## src/rtl/inst_fetch_queue_if.sv

```systemverilog
// Fetch-side bundle: the icache request/response channel, the redirect input and the decoder-facing queue head.
// The fetch queue takes the master modport. Its environment takes the slave modport.
interface inst_fetch_queue_if #(
  parameter int ADDR_WIDTH = 32,
  parameter int INST_WIDTH = 32
);
  logic                  icache_req_valid;
  logic [ADDR_WIDTH-1:0] icache_req_addr;
  logic                  icache_resp_valid;
  logic [INST_WIDTH-1:0] icache_resp_inst;
  logic                  jump_valid;
  logic [ADDR_WIDTH-1:0] jump_pc;
  logic                  inst_valid;
  logic [INST_WIDTH-1:0] inst_out;
  logic [ADDR_WIDTH-1:0] inst_pc;
  logic                  inst_ready;
  logic                  queue_full;

  modport master (
    output icache_req_valid, icache_req_addr, inst_valid, inst_out, inst_pc, queue_full,
    input  icache_resp_valid, icache_resp_inst, jump_valid, jump_pc, inst_ready
  );

  modport slave (
    input  icache_req_valid, icache_req_addr, inst_valid, inst_out, inst_pc, queue_full,
    output icache_resp_valid, icache_resp_inst, jump_valid, jump_pc, inst_ready
  );
endinterface

```

## src/rtl/inst_fetch_queue.sv

```systemverilog
// Instruction-fetch front end: owns the PC, keeps one icache request in flight,
// and queues {inst, pc} pairs for decode. A redirect flushes the queue and discards any stale response.
module inst_fetch_queue #(
  parameter int                    ADDR_WIDTH = 32,
  parameter int                    INST_WIDTH = 32,
  parameter int                    DEPTH_LOG2 = 4,
  parameter logic [ADDR_WIDTH-1:0] RESET_PC   = '0
) (
  input  logic               clk_in,
  input  logic               rst_in,
  input  logic               rdy_in,
  inst_fetch_queue_if.master bus
);
  localparam int DEPTH = 1 << DEPTH_LOG2;
  localparam logic [DEPTH_LOG2+1:0] DEPTH_CNT = (DEPTH_LOG2+2)'(DEPTH);

  typedef enum logic [1:0] {IDLE, WAIT, DROP} state_t;

  state_t                  state_reg, state_next;
  logic [ADDR_WIDTH-1:0]   pc_reg, pc_next;
  logic [ADDR_WIDTH-1:0]   req_addr_reg, req_addr_next;
  logic                    req_valid_reg, req_valid_next;
  logic [DEPTH_LOG2-1:0]   head_reg, head_next, tail_reg, tail_next;
  logic [DEPTH_LOG2:0]     count_reg, count_next;
  logic [DEPTH_LOG2+1:0]   count_wide, count_after;
  logic                    push, pop, head_valid;
  logic [ADDR_WIDTH-1:0]   pc_plus4;

  logic [INST_WIDTH+ADDR_WIDTH-1:0] mem [DEPTH];

  assign head_valid  = (count_reg != '0);
  assign pop         = head_valid && bus.inst_ready;
  assign pc_plus4    = pc_reg + ADDR_WIDTH'(4);
  assign count_wide  = {1'b0, count_reg};
  // Occupancy after this cycle's push (if any) and pop.
  assign count_after = count_wide + (DEPTH_LOG2+2)'(1) - (DEPTH_LOG2+2)'(pop);

  always_comb begin
    state_next     = state_reg;
    pc_next        = pc_reg;
    req_addr_next  = req_addr_reg;
    req_valid_next = req_valid_reg;
    head_next      = head_reg;
    tail_next      = tail_reg;
    count_next     = count_reg;
    push           = 1'b0;

    if (bus.jump_valid) begin
      // The redirect voids any pop and any response arriving this cycle.
      head_next  = '0;
      tail_next  = '0;
      count_next = '0;
      pc_next    = bus.jump_pc;
      unique case (state_reg)
        WAIT: begin
          if (bus.icache_resp_valid) begin
            req_valid_next = 1'b0;
            state_next     = IDLE;
          end else begin
            state_next = DROP;
          end
        end
        DROP: begin
          if (bus.icache_resp_valid) begin
            req_valid_next = 1'b0;
            state_next     = IDLE;
          end
        end
        default: state_next = IDLE;
      endcase
    end else begin
      unique case (state_reg)
        IDLE: begin
          if (count_wide < DEPTH_CNT) begin
            req_valid_next = 1'b1;
            req_addr_next  = pc_reg;
            state_next     = WAIT;
          end
        end
        WAIT: begin
          if (bus.icache_resp_valid) begin
            push    = 1'b1;
            pc_next = pc_plus4;
            if (count_after < DEPTH_CNT) begin
              req_addr_next = pc_plus4;
            end else begin
              req_valid_next = 1'b0;
              state_next     = IDLE;
            end
          end
        end
        default: begin
          if (bus.icache_resp_valid) begin
            req_valid_next = 1'b0;
            state_next     = IDLE;
          end
        end
      endcase
      if (pop)  head_next = head_reg + 1'b1;
      if (push) tail_next = tail_reg + 1'b1;
      count_next = count_reg + (DEPTH_LOG2+1)'(push) - (DEPTH_LOG2+1)'(pop);
    end
  end

  always_ff @(posedge clk_in) begin
    if (rst_in) begin
      state_reg     <= IDLE;
      pc_reg        <= RESET_PC;
      req_addr_reg  <= RESET_PC;
      req_valid_reg <= 1'b0;
      head_reg      <= '0;
      tail_reg      <= '0;
      count_reg     <= '0;
    end else if (rdy_in) begin
      state_reg     <= state_next;
      pc_reg        <= pc_next;
      req_addr_reg  <= req_addr_next;
      req_valid_reg <= req_valid_next;
      head_reg      <= head_next;
      tail_reg      <= tail_next;
      count_reg     <= count_next;
    end
  end

  always_ff @(posedge clk_in) begin
    if (!rst_in && rdy_in && push) begin
      mem[tail_reg] <= {bus.icache_resp_inst, pc_reg};
    end
  end

  // The head output is forced to zero while empty, so it reads 0 after reset.
  assign {bus.inst_out, bus.inst_pc} = head_valid ? mem[head_reg] : '0;
  assign bus.inst_valid       = head_valid;
  assign bus.queue_full       = (count_wide == DEPTH_CNT);
  assign bus.icache_req_valid = req_valid_reg;
  assign bus.icache_req_addr  = req_addr_reg;
endmodule
```

## src/flat_wrapper.sv

```systemverilog
// flat-port wrapper written by rule: the top's interface ports become plain ports
module inst_fetch_queue_flat 
#(
  parameter int                    ADDR_WIDTH = 32,
  parameter int                    INST_WIDTH = 32,
  parameter int                    DEPTH_LOG2 = 4,
  parameter logic [ADDR_WIDTH-1:0] RESET_PC   = '0
)
  (clk_in, rst_in, rdy_in, bus_icache_req_valid, bus_icache_req_addr, bus_inst_valid, bus_inst_out, bus_inst_pc, bus_queue_full, bus_icache_resp_valid, bus_icache_resp_inst, bus_jump_valid, bus_jump_pc, bus_inst_ready);
  inst_fetch_queue_if #(.ADDR_WIDTH(ADDR_WIDTH), .INST_WIDTH(INST_WIDTH)) bus_i ();
  input  logic clk_in;
  input  logic rst_in;
  input  logic rdy_in;
  output wire logic [$bits(bus_i.icache_req_valid)-1:0] bus_icache_req_valid;
  output wire logic [$bits(bus_i.icache_req_addr)-1:0] bus_icache_req_addr;
  output wire logic [$bits(bus_i.inst_valid)-1:0] bus_inst_valid;
  output wire logic [$bits(bus_i.inst_out)-1:0] bus_inst_out;
  output wire logic [$bits(bus_i.inst_pc)-1:0] bus_inst_pc;
  output wire logic [$bits(bus_i.queue_full)-1:0] bus_queue_full;
  input wire logic [$bits(bus_i.icache_resp_valid)-1:0] bus_icache_resp_valid;
  input wire logic [$bits(bus_i.icache_resp_inst)-1:0] bus_icache_resp_inst;
  input wire logic [$bits(bus_i.jump_valid)-1:0] bus_jump_valid;
  input wire logic [$bits(bus_i.jump_pc)-1:0] bus_jump_pc;
  input wire logic [$bits(bus_i.inst_ready)-1:0] bus_inst_ready;
  assign bus_icache_req_valid = bus_i.icache_req_valid;
  assign bus_icache_req_addr = bus_i.icache_req_addr;
  assign bus_inst_valid = bus_i.inst_valid;
  assign bus_inst_out = bus_i.inst_out;
  assign bus_inst_pc = bus_i.inst_pc;
  assign bus_queue_full = bus_i.queue_full;
  assign bus_i.icache_resp_valid = bus_icache_resp_valid;
  assign bus_i.icache_resp_inst = bus_icache_resp_inst;
  assign bus_i.jump_valid = bus_jump_valid;
  assign bus_i.jump_pc = bus_jump_pc;
  assign bus_i.inst_ready = bus_inst_ready;
  inst_fetch_queue #(.ADDR_WIDTH(ADDR_WIDTH), .INST_WIDTH(INST_WIDTH), .DEPTH_LOG2(DEPTH_LOG2), .RESET_PC(RESET_PC)) u_core (.clk_in(clk_in), .rst_in(rst_in), .rdy_in(rdy_in), .bus(bus_i));
endmodule
```

## config.mk

```make
export PLATFORM = sky130hd
export DESIGN_NAME = inst_fetch_queue_flat
export DESIGN_NICKNAME = d
export VERILOG_FILES = /design/src/rtl/inst_fetch_queue_if.sv /design/src/rtl/inst_fetch_queue.sv /design/src/flat_wrapper.sv
export SDC_FILE = /design/constraint.sdc
export NUM_CORES = 1
export LEC_CHECK = 0
export BUFFER_PORTS_ARGS = -buffer_cell sky130_fd_sc_hd__buf_2
export CAP_MARGIN = 20
export CORE_AREA = 5 5 499 304
export DETAILED_ROUTE_END_ITERATION = 16
export DIE_AREA = 0 0 504 309
export PLACE_DENSITY = 0.41
export SETUP_SLACK_MARGIN = 0.5
export SYNTH_ARGS = -nofsm -noshare
export SYNTH_HDL_FRONTEND = slang
export SYNTH_SLANG_ARGS = --single-unit
export TNS_END_PERCENT = 50
```

## constraint.sdc

```tcl
create_clock -name clk_in -period 21.4 [get_ports clk_in]
set_clock_uncertainty 0.1 [all_clocks]
set_input_delay 3.21 -clock clk_in [delete_from_list [all_inputs] [get_ports clk_in]]
set_output_delay 3.21 -clock clk_in [all_outputs]
set_load 0.01 [all_outputs]
```

After elaboration in Yosys (flattened, before gate mapping). Memories as Yosys holds them, arrays and structs flattened. A register that Yosys moved wholly into a read port is not among the register bits. Index checks and enable logic that the tools add are counted.

Output and inout bits: 99. Memory bits (writable): 1024. Input bits: 70. Bits in registers: 80. Bits in latches: 0. ROM bits: 0. Memories kept: 1. Word-level logic and storage cells: 82.

$add $sub $neg: 7. Divide/modulo/power cells: 0. Equality and inequality tests: 10. Reduce and logical (&&, ||, !) cells: 18. Multiplexer cells: 36. Magnitude comparators: 2. Bitwise operators: 1. Shift-type cells: 0. Multiply operators: 0.

Memory list: u_core.mem (depth 16, width 64, rd ports 1, clocked after memory_dff 1, write ports 1, RTL line inst_fetch_queue.sv:29) `logic [INST_WIDTH+ADDR_WIDTH-1:0] mem [DEPTH];`.

Operators with widths (number): 32-bit two-way mux (6); 64-bit two-way mux (1); 32-bit one-hot mux with 2 select lines (1); 32-bit by 3-bit adder with 32-bit output, second input constant (1); 4-bit two-way mux (6); 1-bit two-way mux (12); 2-bit two-way mux (6); 2-bit nonzero test (5); 4-bit by 1-bit adder with 4-bit output, second input constant (2); 2-bit one-hot mux with 2 select lines (2); 5-bit by 1-bit adder with 6-bit output, second input constant (1); 6-bit by 5-bit < comparator with 1-bit output, second input constant (1); 3-bit inequality test, second input constant (2); 6-bit AND reduction (1); 6-bit by 1-bit subtractor with 6-bit output (1); 5-bit by 1-bit adder with 5-bit output (1); 5-bit equality test, second input constant (1); 5-bit < comparator, second input constant (1); 5-bit two-way mux (1); 5-bit AND reduction (1); 5-bit nonzero test (1); 5-bit by 1-bit subtractor with 5-bit output (1); 2-bit by 1-bit inequality test with 1-bit output, second input constant (2); 2-bit inequality test, second input constant (2); 12 further kinds (15).

Logic depth before layout (Yosys ltp).
Word-level depth: 8. Gate-level depth with buffers: 15. Depth with buffers taken out: 15.

Worst setup path after synthesis. Ideal clock, no wire load.

Path type: input to register. From: input port rdy_in. To: memory u_core.mem[8][0] in the netlist's numbering, enable pin. Data required time: 20.735 ns. Library setup time: 0.565 ns. Data arrival time: 8.356 ns. Cell stages on the path: 5. Path buffers: 2. Path slack: 12.379 ns. Cell sequence: nor2b_1 -> clkbuf_1 -> nand2_1 -> clkbuf_1 -> nor3_1.

Word-level cells in the longest chain between the ends: 4.

RTL lines: start, declared (RTL line flat_wrapper.sv:13) `input logic rdy_in;`; 1-bit logical AND (2 in series) (RTL line inst_fetch_queue.sv:126) `if (!rst_in && rdy_in && push) begin`; 1-bit two-way mux (RTL line inst_fetch_queue.sv:126); 1-bit two-way mux (not written as such) (RTL line inst_fetch_queue.sv:127) `mem[tail_reg] <= {bus.icache_resp_inst, pc_reg};`; end, declared (RTL line inst_fetch_queue.sv:29).

Every way passes these cells.

==> results.toml <==
[logic_synthesis]
yosysMostFrequentCell = "edfxtp_1"
netlist.top_cell.by_area = "edfxtp_1"
netlist_top_cells_area = "edfxtp_1 70%, mux4_2 17%, dfxtp_1 3.9%"
syn_area_per_cell_um2 = 20.9
ys_ff_latch = 1108
ys.flop_type = "edfxtp_1"
synth_area_mm2 = 0.0436
synth_commonest_cells = "1024 x edfxtp_1, 320 x mux4_2, 84 x dfxtp_1, 78 x nor2_1, 75 x and2_1"
synthesis.instances = 2087
ys_seq_area_share_pct = 74.3
synth-edff-count = 1024
synth_fp_nets = 2177
ys_types = 60
synthArstFlopShare_pct = 0
yosysTopAreaCellShare_pct = 70.5
yosysWarnings = 0

[floorplan]
initial_utilization_pct = 29.8
die-area_mm2 = 0.156
die_w_um = 504
fp.dieH_um = 309
fp.coreArea_mm2 = 0.146
ios = 169
num_rows = 109

[clock_tree]
postCtsSetupBuffers = 0
clk_pin_slew_ns = 0.06
cts.sinks = 1108
root_buffer = "clkbuf_16"
h-tree-depth = 3
hold_buffers = 0
cts_resized = 0
clockBufferDepth = 3
cts_tree = "built"
clk_latency_ns = 0.71
cts_inserted_buffers = 112

[route]
drt_first_pass_iters = 5
ant_nets = 0
vias = 21400
vias_per_cell = 4.95
drtIter0Drc = 1740
drc = 0
wl_um = 116000
wl_per_cell_um = 26.8

[power_and_ir_drop]
power.density_mw_per_mm2 = 90.7
power.leakage_nw = 15.5
peakVddDrop_mv = 0.0631

[timing]
post-route-period-util_pct = 39.6
fin_crit_ns = 8.48
finalMaxSlewViolations = 0
rsz0062_at_grt = "no"
setup_viol = 0
hold_slack_ns = 0.405
fmax_ghz = 0.118
worst_pin_slew_ns = 1.10
hold_violations = 0
fin_tns_setup_ns = 0
slew_headroom_pct = 26.8

[worst_setup_path]
critPathMaxFanout = 64
crit_path_end_kind = "output pin"
critPathKind = "reg2out"
path_cells = "buf_4, buf_4, buf_4, mux4_2, mux4_2, and2_1, buf_2"
worstSetupStartpointType = "flip-flop"
critPathRequiredTime_ns = 18.09
critical-path-slowest-cell = "buf_4"
cp.arrival_ns = 5.17
cp_common_cell = "buf_4"
slowest_delay_ns = 0.90

[finish]
n_fill_cell = 13500
layout-drive-gt1-share_pct = 31.7
nNetsFinal = 2376
final_cells = 4322
largest_register_ffs = 1024
synthToLayoutAreaGrowth_pct = 15.7

[global_route]
grt_pass1_vias = 22700
grt_max_degree = 93
grt_antenna_before_repair = 9
track_usage_pct = 14.7
grt_pass1_wl_um = 167000
overflow = 0

[place]
dp_cells = 4112
io_buffers = 168
globalplace.congestion = 0.769
dpl.hpwl_um = 60100

[run]
maxCapViolations = 0

[outcome]
status = "finished clean"

[worst_hold_path]
hold_class = "reg2reg"
## layer usage
layer / vias to the layer above / track usage, % / share of wire, %
li1: 9055 / - / -
met1: 11700 / 21.3 / 47
met2: 460 / 23.4 / 47
met3: 161 / 2.39 / 3.8
met4: 0 / 3.50 / 2.0
met5: - / 0 / 0
## layout by cell type (no fill, tap or decap), types with 5 or more instances in the layout
cell type	count
a211oi_2	30
a21o_1	5
a21oi_1	51
a22oi_1	12
and2_1	69
and2_4	6
and3_1	9
and3_4	8
and4_1	6
buf_2	167
buf_4	38
bufinv_16	15
clkbuf_1	23
clkbuf_16	115
clkinv_1	15
clkinv_2	23
clkinvlp_4	7
dfxtp_1	80
edfxtp_1	1024
ha_1	19
inv_1	15
mux4_2	320
nand2_1	46
nand2b_1	6
nand3_1	21
nand4_1	13
nor2_1	76
nor3_1	10
nor4_1	5
o21ai_0	23
o21bai_1	7
o22ai_1	7
xnor2_1	8
xor2_1	33
## power breakdown
group	internal, mW	leakage, nW	switching, mW
clock	1.16	1.81	0.838
combinational	0.0706	3.72	0.114
sequential	2.37	9.99	0.0234
total	3.60	15.5	0.975
## layout make-up
| type | count | area (um^2) | share of cell area, % |
|---|---|---|---|
| diodes | 2 | 5.00 | 0.00991 |
| clock buffers | 138 | 2960 | 5.87 |
| clock inverters | 68 | 748 | 1.48 |
| inverters | 16 | 60.1 | 0.119 |
| multi-input cells | 840 | 10700 | 21.1 |
| flip-flops and latches | 1108 | 32400 | 64.3 |
| well taps | 1942 | 2430 | 4.81 |
| repair buffers | 208 | 1170 | 2.32 |
## worst max-delay path, delay by kind of cell, from the launching register on
kind	cells	cell delay (ns)
buffers and inverters	4	2.51
muxes	2	0.91
DFF	1	0.70
and+or+nand+nor	1	0.21
## worst paths after layout
kind,startpoint,endpoint,slack (ns),cells after the start
max,flip-flop,bus_inst_pc[17],12.92,7
min,u_core.bus.icache_req_addr[0],u_core.bus.icache_req_addr[0],0.41,2
max reg2reg,u_core.state_reg[1],u_core.mem[12][33],16.65,8
min reg2reg,u_core.bus.icache_req_addr[0],u_core.bus.icache_req_addr[0],0.41,2
## stage by stage
stage | area, um^2 | utilization, % | setup slack [ns] | power, mW
after floorplan | 43600 | - | 12.38 | 2.54
after global placement | 46700 | 31.9 | 13.59 | 2.63
after detailed placement | 46700 | 31.9 | 13.54 | 2.63
after CTS | 50500 | 34.5 | 12.74 | 4.65
after global routing | 50500 | 34.5 | 12.65 | 4.76
final | 50500 | 34.5 | 12.92 | 4.58
## logic make-up after synthesis
group                      count (synthesis)  synth area share, %
AOI/OAI and AO/OA                        164                 2.81
muxes                                    325                 16.6
xor gates and xnor gates                  41                0.823
buffers and inverters                    139                 1.37
adders and majority gates                 20                0.591
and+or+nand+nor                          290                 3.43
DFF                                     1108                 74.3
Power figures use the tool's default switching activity.
